## config.mk

```make
export PLATFORM = sky130hd
export DESIGN_NAME = game_screen_sequencer
export DESIGN_NICKNAME = d
export VERILOG_FILES = /design/src/rtl/game_pkg.sv /design/src/rtl/button_debouncer.sv /design/src/rtl/game_screen_sequencer.sv
export SDC_FILE = /design/constraint.sdc
export NUM_CORES = 1
export LEC_CHECK = 0
export CAP_MARGIN = 15
export CORE_ASPECT_RATIO = 0.75
export CORE_UTILIZATION = 40
export CTS_CLUSTER_DIAMETER = 60
export CTS_CLUSTER_SIZE = 28
export DETAILED_ROUTE_END_ITERATION = 10
export MAX_ROUTING_LAYER = met4
export PLACE_DENSITY = 0.62
export SYNTH_ARGS = -nofsm -noshare
export SYNTH_HDL_FRONTEND = slang
export SYNTH_HIERARCHICAL = 1
export SYNTH_SLANG_ARGS = --single-unit
```

## constraint.sdc

```tcl
create_clock -name vga_clock -period 2.2 [get_ports vga_clock]
set_clock_uncertainty 0.2 [all_clocks]
set_input_delay 0.44 -clock vga_clock [delete_from_list [all_inputs] [get_ports vga_clock]]
set_output_delay 0.44 -clock vga_clock [all_outputs]
set_load 0.005 [all_outputs]
```

## src/rtl/game_pkg.sv

```systemverilog
// Shared screen definitions for the Mario VGA design.
// The screen mux, the renderer and the screen sequencer all use screen_t.
// It selects which drawer (start screen, level, win screen, lose screen)
// is currently visible.
package game_pkg;

    typedef enum logic [1:0] {
        START = 2'd0,
        PLAY  = 2'd1,
        WIN   = 2'd2,
        LOSE  = 2'd3
    } screen_t;

    localparam int SCREEN_COUNT = 4;

endpackage

```

## src/rtl/button_debouncer.sv

```systemverilog
// Jump-button conditioner: a 2-flop synchronizer, a stability counter and a
// rising-edge detector.
//   clk    : pixel clock
//   rst    : asynchronous active-high reset
//   button : raw asynchronous push button (active high)
//   level  : debounced button level
//   press  : registered one-cycle pulse on each debounced rising edge
// A change on the synchronized input is accepted only after it has been
// stable for DEBOUNCE_CYCLES consecutive samples.
module button_debouncer #(
    parameter int DEBOUNCE_CYCLES = 250000
) (
    input  logic clk,
    input  logic rst,
    input  logic button,
    output logic level,
    output logic press
);

    localparam int CNT_W = (DEBOUNCE_CYCLES > 1) ? $clog2(DEBOUNCE_CYCLES) : 1;
    localparam logic [CNT_W-1:0] CNT_LAST = CNT_W'(DEBOUNCE_CYCLES - 1);

    logic             meta_reg;
    logic             sync_reg;
    logic             db_reg;
    logic             db_prev_reg;
    logic             press_reg;
    logic [CNT_W-1:0] cnt_reg;

    always_ff @(posedge clk or posedge rst) begin
        if (rst) begin
            meta_reg    <= 1'b0;
            sync_reg    <= 1'b0;
            db_reg      <= 1'b0;
            db_prev_reg <= 1'b0;
            press_reg   <= 1'b0;
            cnt_reg     <= '0;
        end else begin
            meta_reg <= button;
            sync_reg <= meta_reg;

            // Any sample that agrees with the accepted level restarts the count.
            // A glitch therefore has to last the full window to get through.
            if (sync_reg != db_reg) begin
                if (cnt_reg == CNT_LAST) begin
                    db_reg  <= sync_reg;
                    cnt_reg <= '0;
                end else begin
                    cnt_reg <= cnt_reg + CNT_W'(1);
                end
            end else begin
                cnt_reg <= '0;
            end

            db_prev_reg <= db_reg;
            press_reg   <= db_reg & ~db_prev_reg;
        end
    end

    assign level = db_reg;
    assign press = press_reg;

endmodule

```

## src/rtl/game_screen_sequencer.sv

```systemverilog
// Top-level screen controller: START -> PLAY -> WIN/LOSE -> START.
//   vga_clock   : pixel clock (only clock)
//   reset       : asynchronous active-high reset
//   jump_button : raw jump button, debounced internally
//   frame_start : one-cycle pulse per video frame
//   win, lose   : level drawer result flags (honoured only in PLAY)
//   screen_sel  : current screen as screen_t
//   level_reset : holds the level drawer in reset outside PLAY
//   hold_active : end screen is still inside its minimum display time
//   leds        : [3:0] one-hot screen, [4] debounced button, [9:5] zero
module game_screen_sequencer
    import game_pkg::*;
#(
    parameter int DEBOUNCE_CYCLES = 250000,
    parameter int END_HOLD_FRAMES = 180
) (
    input  logic       vga_clock,
    input  logic       reset,
    input  logic       jump_button,
    input  logic       frame_start,
    input  logic       win,
    input  logic       lose,
    output logic [1:0] screen_sel,
    output logic       level_reset,
    output logic       hold_active,
    output logic [9:0] leds
);

    localparam int HOLD_W = $clog2(END_HOLD_FRAMES + 1);
    localparam logic [HOLD_W-1:0] HOLD_LOAD = HOLD_W'(END_HOLD_FRAMES);

    screen_t                 state_reg, state_next;
    logic [HOLD_W-1:0]       hold_cnt_reg, hold_cnt_next;
    logic                    level_reset_reg;
    logic                    hold_active_reg;
    logic [SCREEN_COUNT-1:0] leds_state_reg;
    logic                    db_level;
    logic                    press;

    button_debouncer #(
        .DEBOUNCE_CYCLES(DEBOUNCE_CYCLES)
    ) u_debouncer (
        .clk    (vga_clock),
        .rst    (reset),
        .button (jump_button),
        .level  (db_level),
        .press  (press)
    );

    always_comb begin
        state_next    = state_reg;
        hold_cnt_next = hold_cnt_reg;

        unique case (state_reg)
            START: if (press) state_next = PLAY;
            PLAY: begin
                if (win)       state_next = WIN;
                else if (lose) state_next = LOSE;
            end
            // The registered hold flag is used here, so a press that lands
            // on the final decrement is still discarded.
            WIN, LOSE: if (press && !hold_active_reg) state_next = START;
            default:   state_next = START;
        endcase

        // The load on entry wins over a coincident frame_start, so the
        // entry frame never counts toward the hold time.
        if (state_reg == PLAY && (state_next == WIN || state_next == LOSE)) begin
            hold_cnt_next = HOLD_LOAD;
        end else if (state_next == START || state_next == PLAY) begin
            hold_cnt_next = '0;
        end else if (frame_start && hold_cnt_reg != '0) begin
            hold_cnt_next = hold_cnt_reg - HOLD_W'(1);
        end
    end

    always_ff @(posedge vga_clock or posedge reset) begin
        if (reset) begin
            state_reg       <= START;
            hold_cnt_reg    <= '0;
            level_reset_reg <= 1'b1;
            hold_active_reg <= 1'b0;
        end else begin
            state_reg       <= state_next;
            hold_cnt_reg    <= hold_cnt_next;
            level_reset_reg <= (state_next != PLAY);
            hold_active_reg <= (hold_cnt_next != '0);
        end
    end

    // One-hot screen indicator, decoded from the next state so it moves
    // together with the state register.
    generate
        for (genvar gi = 0; gi < SCREEN_COUNT; gi++) begin : g_led_state
            always_ff @(posedge vga_clock or posedge reset) begin
                if (reset) begin
                    leds_state_reg[gi] <= (gi == 0);
                end else begin
                    leds_state_reg[gi] <= (state_next == screen_t'(gi));
                end
            end
        end
    endgenerate

    assign screen_sel  = state_reg;
    assign level_reset = level_reset_reg;
    assign hold_active = hold_active_reg;
    assign leds        = {5'b00000, db_level, leds_state_reg};

endmodule

```

* After elaboration in Yosys (flattened, before gate mapping) *
Cells that the tools add are included.

cells by class
  $add $sub $neg = 2
  eq/ne operators = 9
  mux-type cells = 10
  bitwise logic cells = 2
  reduce and logical (&&, ||, !) cells = 12

operators with widths
  kind                                                    count
  2-to-1 mux 18 bit                                       2
  2-to-1 mux 8 bit                                        3
  adder 18 x 1 -> 18 bit (second input constant)          1
  == test 18 bit (second input constant)                  1
  nonzero test 8 bit                                      2
  == test 2 bit (second input constant)                   4
  2-to-1 mux 2 bit                                        4
  subtractor 8 x 1 -> 8 bit (second input constant)       1
  one-hot mux 2 bit (3 select lines)                      1
  == test 2 x 1 -> 1 bit (second input constant)          2
  logical NOT 2 bit                                       2
  logical AND 1 bit                                       3
  logical OR 1 bit                                        2
  inequality test 2 x 1 -> 1 bit (second input constant)  1
  AND reduction 2 bit                                     1
  OR reduction 2 bit                                      1
  bitwise AND 1 bit                                       1
  logical NOT 1 bit                                       1
  inequality test 1 bit                                   1
  NOT 1 bit                                               1

word-level totals
  bits in registers = 39
  bits of input ports = 6
  word-level logic and storage cells = 49

* Depth between registers and ports, before layout *
  word-level depth = 9
  gate-level depth with buffers = 7
  mapped depth without buffers = 7

* Cells and area by module *
Netlist, hierarchy kept.

modules (own cells, without submodules)
  module                 times used  cells an instance  area each (µm²)
  button_debouncer       1           107                1,112.3
  game_screen_sequencer  1           83                 838.3

* Worst setup path after synthesis *
No wires, ideal clock.

  kind = register to register
  start = reg hold_cnt_reg[0]
  end = reg hold_active_reg (netlist: hold_active)
  setup time = 0.129 ns
  data arrival time = 1.760 ns
  setup slack = 0.111 ns
  cell stages (with the launch flop) = 8
  cell sequence = dfrtp_1 inv_1 ha_1 nor4b_4 a21boi_2 and3_2 o2111ai_1 a2111o_1

on the way
  word-level cells in the longest chain between the ends = 6
  elaborated cells on any way between the ends = 7
  classes of those cells = 1 x add/sub; 3 x mux; 3 x reduce/logical

ends and longest elaborated chain
  element                                                            line                         text
  start: declaration                                                 game_screen_sequencer.sv:33  logic [HOLD_W-1:0] hold_cnt_reg, hold_cnt_next;
  start signal: assignment                                           game_screen_sequencer.sv:85  hold_cnt_reg <= hold_cnt_next;
  branches (longest 2 deep; another with subtractor 8 x 1 -> 8 bit)  n/a
  2-to-1 mux 8 bit (*)                                               game_screen_sequencer.sv:72  end else if (frame_start && hold_cnt_reg != '0) begin
  2-to-1 mux 8 bit (*)                                               game_screen_sequencer.sv:70  end else if (state_next == START || state_next == PLAY) begin
  2-to-1 mux 8 bit (*)                                               game_screen_sequencer.sv:68  if (state_reg == PLAY && (state_next == WIN || state_next == LOSE)) begin
  nonzero test 8 bit (*)                                             game_screen_sequencer.sv:87  hold_active_reg <= (hold_cnt_next != '0);
  end signal: assignment                                             game_screen_sequencer.sv:87
  end: declaration                                                   game_screen_sequencer.sv:35  logic hold_active_reg;

Mark *: on every way between the ends.
A chain may end at the register's enable or synchronous reset.

* Final worst setup path *
  start = in frame_start
  end = reg hold_active_reg (netlist: hold_active)

on the way
  word-level cells in the longest chain between the ends = 5

ends and longest elaborated chain
  element             line                         text
  start: declaration  game_screen_sequencer.sv:20  input logic frame_start,
  logical AND 1 bit   game_screen_sequencer.sv:72
  2-to-1 mux 8 bit    game_screen_sequencer.sv:72
  2-to-1 mux 8 bit    game_screen_sequencer.sv:70
  2-to-1 mux 8 bit    game_screen_sequencer.sv:68
  nonzero test 8 bit  game_screen_sequencer.sv:87

No other way between the ends.

==> results by group <==
Power
  – PD cells: 849 nW/um^2
  – Psw: 0.595 mW
  – IR drop worst, VDD: 494 uV
  – Combinational power share: 24.2%
  – Int Pwr: 1.41 mW
  – Leak pwr: 1.03 nW
  – Sw Ratio: 29.7%
  – Clock network power share: 30.5%
  – Sequential Power Share: 45.3%

Final layout
  – Largest register FFs: 18
  – Ant. Diodes: 0
  – Layout cells sized above 1: 18.8%
  – Final core occ: 51.6%
  – Non-filler instance count after layout: 281
  – Nets: 232
  – Area Overhead vs Synth: 21.0%

Floorplanning
  – Die span in x: 82.6 um
  – Row cnt: 21
  – Core region area: 4570 um^2
  – Die area: 5160 um^2
  – Initial core utilization: 42.7%
  – Die Y: 62.5 um
  – I/O pin total: 20

Clock network
  – # hold bufs at CTS: 0
  – Number of buffers created by CTS: 5
  – CTS sink count: 39
  – CTS H-Tree Depth: 2
  – Root Driver: clkbuf_8
  – CTS Buffer Depth: 2
  – Clock transition at path regs: 0.07 ns
  – Clk_lat worst skew: 0.29 ns
  – CTS tree: yes

Logic synthesis
  – FFs w/ async S/R, synth: 100%
  – Avg Inst Size Synth: 10.3 um^2
  – Post-synthesis mux area share: 1.60%
  – Netlist cell types: 46
  – Synth Area in Compound Gates: 8.34%
  – Cell area after synthesis: 1950 um^2
  – Register area share after synthesis: 50.2%
  – Yosys warns: 6
  – Synth Area in Adders: 1.92%
  – Synth Area in XOR/XNOR: 7.63%
  – EDFF count, synth: 0
  – Synth Register Bits: 39
  – Top_reg_cell synth: dfrtp_1
  – Largest family of logic cells by synthesized area: simple AND/OR/NAND/NOR gates
  – Simple-Gate Fraction of Synth Area: 22.8%
  – Cells after Synth: 190

Drt
  – WL final: 3750 um
  – DR pass1 iterations: 4
  – ANT nets after route: 0
  – Post-route DRC: 0
  – DR vias/cell: 5.14
  – Per-cell routed wire length: 13.3 um
  – DRT iter0 DRCs: 76
  – Vias: 1444

Worst setup path
  – Crit-path max FO: 2
  – Worst r2r dst: hold_active$_DFF_PP0_
  – Setup CP Type: in2reg
  – Type of destination of the critical path: flip-flop
  – Worst Path Arrival: 2.13 ns
  – CP Launch Type: input pin
  – Worst reg2reg startpoint: hold_cnt_reg[0]$_DFF_PP0_
  – Reg2Reg Setup Slack: 0.07 ns
  – Reg2reg path depth: 8
  – Critical Path RT: 2.17 ns

GRT
  – Largest net degree at the start of global routing: 24
  – Initial antenna violation count: 0
  – GRT Residual Overflow: 0
  – Tot GR Track Use: 17.1%
  – Vias in the first global route: 1340
  – First-pass GRT wire length: 6290 um

Timing
  – Final Hold Vio Count: 0
  – Slew HR: 59.0%
  – Tmin final: 2.15 ns
  – Tcrit/Tclk final: 97.8%
  – Number of setup violations in the final report: 0
  – Fmax: 0.465 GHz
  – Pins Over Slew Limit: 0
  – Worst-Margin Slew: 0.614 ns

Place
  – Cell total after placement: 270
  – IO Port Bufs: 14
  – GP Congestion: 0.840
  – Post-detail-place hpwl: 2630 um

Worst hold path
  – Hold Path Stages: 0
  – Worst Hold Class: reg2reg
  – Worst Hold Endpoint: u_debouncer/sync_reg$_DFF_PP0_
  – Hold_sp: u_debouncer/meta_reg$_DFF_PP0_

Flow run
  – Maxcap violations: 0

Outcome
  – Run status: finished, final reports clean
layout by cell type, fill, tap and decap left out, types with 2 or more instances in the layout:
cell             instances
o21ai_0                  5
nor2_1                  23
nor3_1                   4
nand4_1                 11
and3_2                   2
nand3_1                  4
conb_1                   5
buf_4                   21
xnor2_1                 11
dfrtp_1                 37
inv_1                   11
clkdlybuf4s50_1         14
o31ai_1                  2
nor4_1                   4
a21oi_1                  7
mux2i_1                  2
and3_1                   3
nor2b_1                  3
clkbuf_8                 6
xor2_1                   6
dfstp_2                  2
nand2_1                 12
ha_1                     3
or4_1                    2
worst max path at each step:
| stage | from | slack (ns) | depth (start not counted) | to |
|---|---|---|---|---|
| 6_report | frame_start | 0.05 | 5 | hold_active$_DFF_PP0_ |
| 2_1_floorplan | hold_cnt_reg[0]$_DFF_PP0_ | 0.11 | 7 | hold_active$_DFF_PP0_ |
| 4_1_cts | hold_cnt_reg[0]$_DFF_PP0_ | 0.05 | 7 | hold_active$_DFF_PP0_ |
| 3_5_place_dp | frame_start | -0.23 | 5 | hold_active$_DFF_PP0_ |
| 3_3_place_gp | frame_start | -0.21 | 5 | hold_active$_DFF_PP0_ |
| 5_1_grt | hold_cnt_reg[0]$_DFF_PP0_ | -0.008 | 8 | hold_active$_DFF_PP0_ |
synthesized netlist by cell type, types with 2 or more instances:
master / number / area [um^2]
dfrtp_1: 37 / 926
nor2_1: 23 / 86.3
nand2_1: 12 / 45.0
inv_1: 11 / 41.3
nand4_1: 11 / 68.8
xnor2_1: 11 / 96.3
a21oi_1: 7 / 35.0
buf_4: 6 / 45.0
xor2_1: 6 / 52.6
o21ai_0: 5 / 25.0
clkbuf_1: 4 / 15.0
nand3_1: 4 / 20.0
nor3_1: 4 / 20.0
nor4_1: 4 / 25.0
and3_1: 3 / 18.8
ha_1: 3 / 37.5
nor2b_1: 3 / 18.8
a211oi_1: 2 / 15.0
and3_2: 2 / 15.0
buf_6: 2 / 22.5
dfstp_2: 2 / 52.6
mux2i_1: 2 / 20.0
o31ai_1: 2 / 15.0
or4_1: 2 / 15.0
logic make-up after synthesis:
kind of cell               after synthesis
other                                    1
adders and majority gates                3
xor gates and xnor gates                17
DFF                                     39
buffers and inverters                   24
muxes                                    3
and+or+nand+nor                         79
AOI/OAI and AO/OA                       24
through the flow:
step | setup slack [ns] | setup TNS (ns) | hold WS, ns | power [mW] | instance area, um^2
6_report | 0.0482 | 0 | 0.162 | 2.00 | 2360
5_1_grt | -0.00756 | -0.00756 | 0.169 | 2.13 | 2360
4_1_cts | 0.0543 | 0 | 0.166 | 1.98 | 2330
3_5_place_dp | -0.227 | -0.227 | 0.138 | 1.35 | 2210
3_3_place_gp | -0.210 | -0.210 | 0.145 | 1.35 | 2210
2_1_floorplan | 0.111 | 0 | 0.131 | 1.19 | 1970
what timing repair did:
| item | in CTS | in global routing |
|---|---|---|
| endpoints found under the setup margin | 0 | 1 |
| hold endpoints to repair | 0 | 0 |
| gates resized for setup | 0 | 2 |
| buffers inserted | 0 | 3 |
worst max-delay path, stage by stage:
cell and delay, ns:
clkdlybuf4s50_1 0.48, or4b_4 0.48, a21oi_2 0.18, o2111ai_1 0.13, a2111o_1 0.42
routing by layer:
metal / up-vias / routed length (um) / GRT usage [%]
met5: - / 0 / -
met4: 0 / 73 / 8.41
met3: 5 / 184 / 4.82
met2: 36 / 1490 / 21.3
met1: 683 / 2010 / 24.9
li1: 720 / - / -
power groups by stage:
stage	sequential, mW	combinational [mW]	clock (mW)
floorplan	0.902	0.285	0
global placement	0.914	0.431	0
detailed placement	0.913	0.436	0
CTS	0.899	0.445	0.634
global route	0.920	0.547	0.667
finish	0.908	0.485	0.610
layout make-up:
type,instances,area [um^2]
Timing Repair Buffer,35,298
Inverter,11,41.3
Sequential cell,39,978
Multi-Input combinational cell,131,855
Clock buffer,6,82.6
Fill cell,414,2210
Tap cell,57,71.3
Clock inverter,2,35.0
(Power assumes the default switching activity.)
